[src/rtl/magic_nor_sequencer.sv]
// MAGIC-style NOR micro-program executor over one modelled crossbar row.
// Loads inputs, runs one NOR per clock, returns a selected cell with done.
module magic_nor_sequencer #(
    parameter int NIN = 10,
    parameter int AW  = 6,
    parameter int IW  = 6
) (
    input  logic              clk,
    input  logic              rst_n,
    input  logic              prog_we,
    input  logic [IW-1:0]     prog_addr,
    input  logic [4*AW+2:0]   prog_data,
    input  logic [IW:0]       n_instr,
    input  logic              start,
    input  logic [NIN-1:0]    x_in,
    input  logic [AW-1:0]     out_addr,
    output logic              busy,
    output logic              done,
    output logic              z_out,
    output logic              err
);
    localparam int NC = 2**AW;
    localparam int PW = 4*AW+3;
    localparam logic [IW:0] NMAX = {1'b1, {IW{1'b0}}};
    localparam logic [AW-1:0] NIN_A = AW'(NIN);

    typedef enum logic [1:0] {IDLE, INIT, EXEC, DONE} state_t;

    state_t        state_q, state_d;
    logic [IW-1:0] pc_q, pc_d;
    logic [IW:0]   n_q, n_d;
    logic [NIN-1:0] x_q, x_d;
    logic [AW-1:0] oa_q, oa_d;
    logic [NC-1:0] cell_q, cell_d;
    logic          busy_q, busy_d;
    logic          done_q, done_d;
    logic          z_q, z_d;
    logic          err_q, err_d;

    logic [PW-1:0] mem [2**IW];
    logic [PW-1:0] instr;
    logic [AW-1:0] dst, src_a, src_b, src_c;
    logic          en_a, en_b, en_c, nor_r;
    logic [IW:0]   n_sat;

    assign instr = mem[pc_q];
    assign dst   = instr[AW-1:0];
    assign src_a = instr[2*AW-1:AW];
    assign src_b = instr[3*AW-1:2*AW];
    assign src_c = instr[4*AW-1:3*AW];
    assign en_a  = instr[4*AW];
    assign en_b  = instr[4*AW+1];
    assign en_c  = instr[4*AW+2];

    // Sources come from cell_q, so src==dst naturally reads the old value.
    assign nor_r = ~((en_a & cell_q[src_a]) |
                     (en_b & cell_q[src_b]) |
                     (en_c & cell_q[src_c]));

    assign n_sat = (n_instr > NMAX) ? NMAX : n_instr;

    always_ff @(posedge clk) begin
        if (prog_we && state_q == IDLE) begin
            mem[prog_addr] <= prog_data;
        end
    end

    always_comb begin
        state_d = state_q;
        pc_d    = pc_q;
        n_d     = n_q;
        x_d     = x_q;
        oa_d    = oa_q;
        cell_d  = cell_q;
        busy_d  = busy_q;
        done_d  = 1'b0;
        z_d     = z_q;
        err_d   = err_q;
        unique case (state_q)
            IDLE: begin
                if (start) begin
                    n_d     = n_sat;
                    x_d     = x_in;
                    oa_d    = out_addr;
                    err_d   = 1'b0;
                    pc_d    = '0;
                    busy_d  = 1'b1;
                    state_d = INIT;
                end
            end
            INIT: begin
                cell_d  = {{(NC-NIN){1'b1}}, x_q};
                state_d = (n_q == '0) ? DONE : EXEC;
            end
            EXEC: begin
                if (dst < NIN_A) begin
                    err_d = 1'b1;
                end else begin
                    cell_d[dst] = nor_r;
                end
                pc_d = pc_q + 1'b1;
                if ({1'b0, pc_q} == n_q - (IW+1)'(1)) begin
                    state_d = DONE;
                end
            end
            DONE: begin
                done_d  = 1'b1;
                z_d     = cell_q[oa_q];
                busy_d  = 1'b0;
                state_d = IDLE;
            end
            default: state_d = IDLE;
        endcase
    end

    always_ff @(posedge clk or negedge rst_n) begin
        if (!rst_n) begin
            state_q <= IDLE;
            pc_q    <= '0;
            n_q     <= '0;
            x_q     <= '0;
            oa_q    <= '0;
            cell_q  <= '1;
            busy_q  <= 1'b0;
            done_q  <= 1'b0;
            z_q     <= 1'b0;
            err_q   <= 1'b0;
        end else begin
            state_q <= state_d;
            pc_q    <= pc_d;
            n_q     <= n_d;
            x_q     <= x_d;
            oa_q    <= oa_d;
            cell_q  <= cell_d;
            busy_q  <= busy_d;
            done_q  <= done_d;
            z_q     <= z_d;
            err_q   <= err_d;
        end
    end

    assign busy  = busy_q;
    assign done  = done_q;
    assign z_out = z_q;
    assign err   = err_q;
endmodule

[config.mk]
export PLATFORM = sky130hd
export DESIGN_NAME = magic_nor_sequencer
export DESIGN_NICKNAME = d
export VERILOG_FILES = /design/src/rtl/magic_nor_sequencer.sv
export SDC_FILE = /design/constraint.sdc
export NUM_CORES = 2
export LEC_CHECK = 0
export ABC_CLOCK_PERIOD_IN_PS = 10400
export CAP_MARGIN = 20
export CORE_MARGIN = 8
export CORE_UTILIZATION = 45
export CTS_BUF_LIST = sky130_fd_sc_hd__clkbuf_8
export DETAILED_ROUTE_END_ITERATION = 12
export PLACE_DENSITY = 0.69
export SYNTH_ARGS = -nofsm -noshare
export SYNTH_HDL_FRONTEND = slang
export SYNTH_SLANG_ARGS = --single-unit
[constraint.sdc]
create_clock -name clk -period 10.4 [get_ports clk]
set_clock_uncertainty 0.1 [all_clocks]
set_input_delay 2.08 -clock clk [delete_from_list [all_inputs] [get_ports clk]]
set_output_delay 2.08 -clock clk [all_outputs]
set_load 0.005 [all_outputs]
=== Word-level counts from Yosys, hierarchy flattened ===
Memory sizes are Yosys's and may differ from the RTL's.
Cells that the tools add are included.

* Register bits: 99
* Bits in writable memories: 1728
* Output and inout bits: 4
* Memories: 1

* Add/subtract/negate cells: 2
* $lt $le $gt $ge: 8
* Equal/unequal tests: 8
* Muxes and demuxes: 28
* Bitwise operators: 6
* Reductions and logical operators: 13

{| class="wikitable"
|+ Memory list
! name !! depth !! width !! rd ports !! clocked after Yosys merged registers in !! write ports !! RTL line !! source
|-
| mem || 64 || 27 || 1 || 0 || 1 || 40 || <nowiki>logic [PW-1:0] mem [2**IW];</nowiki>
|}

{| class="wikitable"
|+ Operators by type and width
! kind !! count
|-
| $pmux 64 s2 || 1
|-
| $bwmux 64 || 1
|-
| $mux 64 || 1
|-
| $lt 6x7->1 const B || 5
|-
| $bmux 1 s6 || 4
|-
| $mux 1 || 12
|-
| $pmux 6 s2 || 1
|-
| $reduce_and 2->1 || 5
|-
| $ne 2x2->1 const B || 4
|-
| $pmux 2 s4 || 1
|-
| $eq 6x7->1 || 1
|-
| $gt 7x7->1 const B || 1
|-
| $logic_not 7->1 || 1
|-
| $mux 7 || 1
|-
| $sub 7x1->7 const B || 1
|-
| $add 6x1->6 const B || 1
|-
| $demux 1 s6 || 1
|-
| $ge 6x1->1 const B || 1
|-
| $lt 6x4->1 const B || 1
|-
| $mux 6 || 1
|-
| $reduce_bool 2->1 || 3
|-
| $eq 2x2->1 const B || 2
|-
| $mux 2 || 2
|-
| $pmux 1 s2 || 2
|-
| other kinds (7) || 11
|}

=== Depth between registers and ports, before layout ===
An unclocked memory read counts as a cell.

* Word-level depth: 10
* Gate-level depth with buffers: 21
* Mapped depth without buffers: 12

=== Worst setup path before layout ===
No wires, ideal clock.

* Path kind: input-to-reg
* Start: input port prog_addr[4]
* End: memory mem[52][0] (netlist bit), enable pin
* Setup time: 0.445 ns
* Arrival time: 4.525 ns
* Data required time: 9.855 ns
* Slack: 5.331 ns
* Stages on the path: 4
* Path buffers: 1
* Cells stage by stage: clkbuf_1 -> and4b_1 -> nand3_1 -> nor3_1

{| class="wikitable"
|+ RTL lines
! what !! RTL line !! source
|-
| start: declaration || 11 || <nowiki>input logic [IW-1:0] prog_addr,</nowiki>
|-
| end: declaration || 40 ||
|}

No word-level cell before the write port.

=== Worst setup path in the final report ===
* Start: register pc_q[1]
* End: register cell_q[54]

* Word-level cells in the longest chain between the ends: 10
* Elaborated cells between the ends (all ways): 24
* Classes of those cells: 3 x order compare; 1 x eq/ne; 11 x mux; 6 x bitwise; 2 x reduce/logical; 1 x memory

{| class="wikitable"
|+ RTL lines
! what !! RTL line !! source
|-
| start: declaration || 30 || <nowiki>logic [IW-1:0] pc_q, pc_d;</nowiki>
|-
| start signal: assignment || 130 || <nowiki>pc_q <= pc_d;</nowiki>
|-
| $mem_v2 64x27 * || -- ||
|-
| $bmux 1 s6 (on tied branches) || 56, 57 ||
|-
| $mux 1 (on tied branches) || 56, 57 ||
|-
| $and 1x1->1 (on tied branches) || 56, 57 ||
|-
| $or 1x1->1 || 56 || <nowiki>assign nor_r = ~((en_a & cell_q[src_a]) |</nowiki>
|-
| $or 1x1->1 || 57 || <nowiki>(en_b & cell_q[src_b]) |</nowiki>
|-
| $not 1->1 || 56 ||
|-
| $bwmux 64 || 99 || <nowiki>cell_d[dst] = nor_r;</nowiki>
|-
| $mux 64 || 96 || <nowiki>if (dst < NIN_A) begin</nowiki>
|-
| $pmux 64 s2 || 79 || <nowiki>unique case (state_q)</nowiki>
|-
| end signal: assignment || 134 || <nowiki>cell_q <= cell_d;</nowiki>
|-
| end: declaration || 34 || <nowiki>logic [NC-1:0] cell_q, cell_d;</nowiki>
|}

Mark *: on every way between the ends. The rest lies on a longest branch, timed or not. The select of a mux whose other input is x is not followed.
A chain may end at the register's enable or synchronous reset.

==> summary.md <==
| Metric | Value |
|---|---|
| Most frequent cell after synthesis | edfxtp_1 |
| Antenna violations before repair | 9 |
| Leak | ~26 nW |
| Worst-margin pin slew | 1.17 ns |
| Tmin final | 6.64 ns |
| Synthesized area | 73,600 um2 |
| WL final | ~200 mm |
| Setup CP Type | reg -> reg |
| Utilization after layout | around half |
| Power Density | about 230 nW/um2 |
| Ys Warns | 0 |
| Number of global-route vias before repair | around 38,000 |
| PortBufs | 63 |
| Post-synth EDFFs | ~1,700 |
| Hold Crit Depth | 2 |
| DRT Pass-1 Iters | 5 |
| Setup violations, final | 0 |
| Max Clk Rate | between 0.15 and 0.2 GHz |
| Dpl ws | between 3 and 4 ns |
| Clk buf depth | 4 |
| Yosys cell types | 77 |
| Chip height | 420 um |
| Area growth syn-to-layout | 12.5% |
| Max cap viols | 0 |
| Rel. slew slack | 22.1% |
| Setup repair bufs after CTS | 0 |
| HPWL after DPL | 113 mm |
| Synth area leader | edfxtp_1 |
| RSZ-0062 raised after global routing | false |
| Crit Path Max Fanout | around 120 |
| Met1 WL | about 76 mm |
| Status | completed |
| H-tree levels | 5 |
| Post-CTS Resized | 0 |
| Clk Latency, worst-skew pair | 1.00 ns |
| Drt via density | roughly 6 |
| Synth top cells by count | edfxtp_1, mux4_2, mux2i_1 |
| Hold_buf cts | 0 |
| Placer Congestion | around 0.9 |
| HP Class | reg -> reg |
| Largest net degree at the start of global routing | 120 |
| Crit path launch type | flip-flop |
| DR vias | roughly 38,000 |
| Fin Setup TNS | 0 ns |
| Mapped Nets | between 3,000 and 4,000 |
| WL per Instance | about 32 um |
| Grt ovf | 0 |
| Mapped Cells | 3,477 |
| Sequential fraction of the synthesis area | approximately 74% |
| Worst vdd ir | between 0.00015 and 0.0002 V |
| Die ar. | between 150,000 and 200,000 um2 |
| Endpoints failing hold | 0 |
| GRT Total Usage | a little over a fifth |
| Seq cells post-synth | between 1,500 and 2,000 |
| Final period util | ~64% |
| First-pass GRT wire length | approximately 280 mm |
| CTS sink cnt | approximately 1,800 |
| Max Slew Vio Count | 0 |
| Area contributors post-synth | edfxtp_1, mux4_2, dfstp_2 |
| Share of the synthesized area in the top cell type | 70.5% |
| Worst EP required | ~11 ns |
| CP arrival | 7.39 ns |
| Width of the die | ~420 um |
| DR DRC count | 0 |
| Layout Nets | 3,839 |
| Post-route ant nets | 0 |
| Asr flop ratio synth | under 10% |
| Std-Cell Rows | ~150 |
| Core area | approximately 160,000 um2 |
| Iter 0 DRT Violations | 5,409 |
| WL met2 | 93.3 mm |
| Cts bufs inserted | roughly 300 |
| Met3 WL post-DR | just over 20 mm |
| Root Driver | clkbuf_8 |
| Top Layer Used | met4 |
| Top FF cell, synth | edfxtp_1 |
| Initial Util | 45.2% |
| Critical Path End Type | flip-flop |
| R2R cell count | 13 |
| Top Ports | 64 |
| Fin worst setup slack | 3.76 ns |
| Syn Area/Cell | ~21 um2 |
| Clock transition at the registers of the reported paths | about 0.060 ns |
| CTS tree | yes |
| Layout cells sized above 1 | about 30% |
==> critical path: stages, from the launching register on <==
cell,delay [ns]
dfrtp_4,0.97
buf_12,0.65
buf_4,0.74
mux4_2,0.43
mux4_2,0.50
a22o_1,0.30
a221oi_1,0.82
nor2_1,0.16
and3b_1,0.22
a31oi_1,0.13
o211ai_1,0.11
or4_1,0.52
buf_4,0.32
o31ai_1,0.31
==> cell usage in the layout, fill, tap and decap left out, types with 28 or more instances in the layout <==
cell and n:
mux2i_1 161, o21ai_0 36, mux4_2 508, clkdlybuf4s50_1 35, clkinv_1 66, o22ai_1 37, a21oi_1 32, nor2_1 75
nand2_1 85, clkbuf_8 310, nand2b_1 43, mux2_2 55, edfxtp_1 1728, buf_12 28, a31oi_1 43, dfstp_2 64
buf_4 94, dfrtp_1 30, nor2_4 63, inv_1 109, nor3_1 28
==> registers in the layout, summed over array words and instances (netlist names) <==
name,cells
x_q,10
n_q,7
oa_q,6
done,1
busy,1
z_out,1
cell_q,64
err,1
state_q,2
pc_q,6
mem,1728
==> cell families (layout without fill, tap and decap cells) <==
| kind of cell | count (synthesis) | in the layout | share of synthesized area [%] |
|---|---|---|---|
| fa+ha+maj | 7 | 7 | 0.119 |
| simple gates | 396 | 396 | 2.57 |
| other cells | 0 | 3 | 0 |
| mux | 726 | 726 | 18.6 |
| compound gates | 298 | 298 | 2.86 |
| buf+inv | 216 | 712 | 1.73 |
| flops | 1827 | 1827 | 74.0 |
| xor+xnor | 7 | 7 | 0.0833 |
==> final timing paths <==
path	from	slack, ns	endpoint
max	pc_q[1]$_DFFE_PN0P_	3.76	cell_q[54]$_DFFE_PN1P_
min	x_q[4]$_DFFE_PN0P_	0.39	cell_q[4]$_DFFE_PN1P_
max reg2reg	pc_q[1]$_DFFE_PN0P_	3.76	cell_q[54]$_DFFE_PN1P_
min reg2reg	x_q[4]$_DFFE_PN0P_	0.39	cell_q[4]$_DFFE_PN1P_
max in group asynchronous	rst_n	8.05	oa_q[4]$_DFFE_PN0P_
min in group asynchronous	rst_n	1.05	x_q[9]$_DFFE_PN0P_
==> stage by stage <==
stage          area (um2)  std cells  hold slack [ns]  total power (W)
6_report            82700       6151            0.392           0.0190
5_1_grt             82700       6150            0.419           0.0196
4_1_cts             82300       6126            0.398           0.0190
3_5_place_dp        77000       5621            0.383           0.0134
3_3_place_gp        76900       5619            0.375           0.0133
2_1_floorplan       73600       3477            0.348           0.0121
==> power breakdown <==
part	switching (W)	total [W]	internal [W]	leakage, nW
combinational	0.00254	0.00468	0.00214	6.40
clock	0.00276	0.00573	0.00297	3.04
sequential	0.000290	0.00857	0.00828	16.6
total	0.00559	0.0190	0.0134	26.1
==> area by class of cell <==
type / instances / area [um2]
tap: 2175 / 2720
timing repair buffer: 186 / 1810
antenna: 3 / 7.51
inverter: 21 / 83.8
sequential: 1827 / 54500
clock buffer: 310 / 4270
clock inverter: 195 / 1030
multi-input combinational: 1434 / 18400
fill: 12800 / 79900
==> metal layers <==
metal	global-route usage, %	vias up
met5	0	-
met4	7.22	0
met3	5.18	402
met2	34.8	2227
met1	30.3	20100
li1	-	15200
No activity file was read; power rests on OpenSTA's default activity.
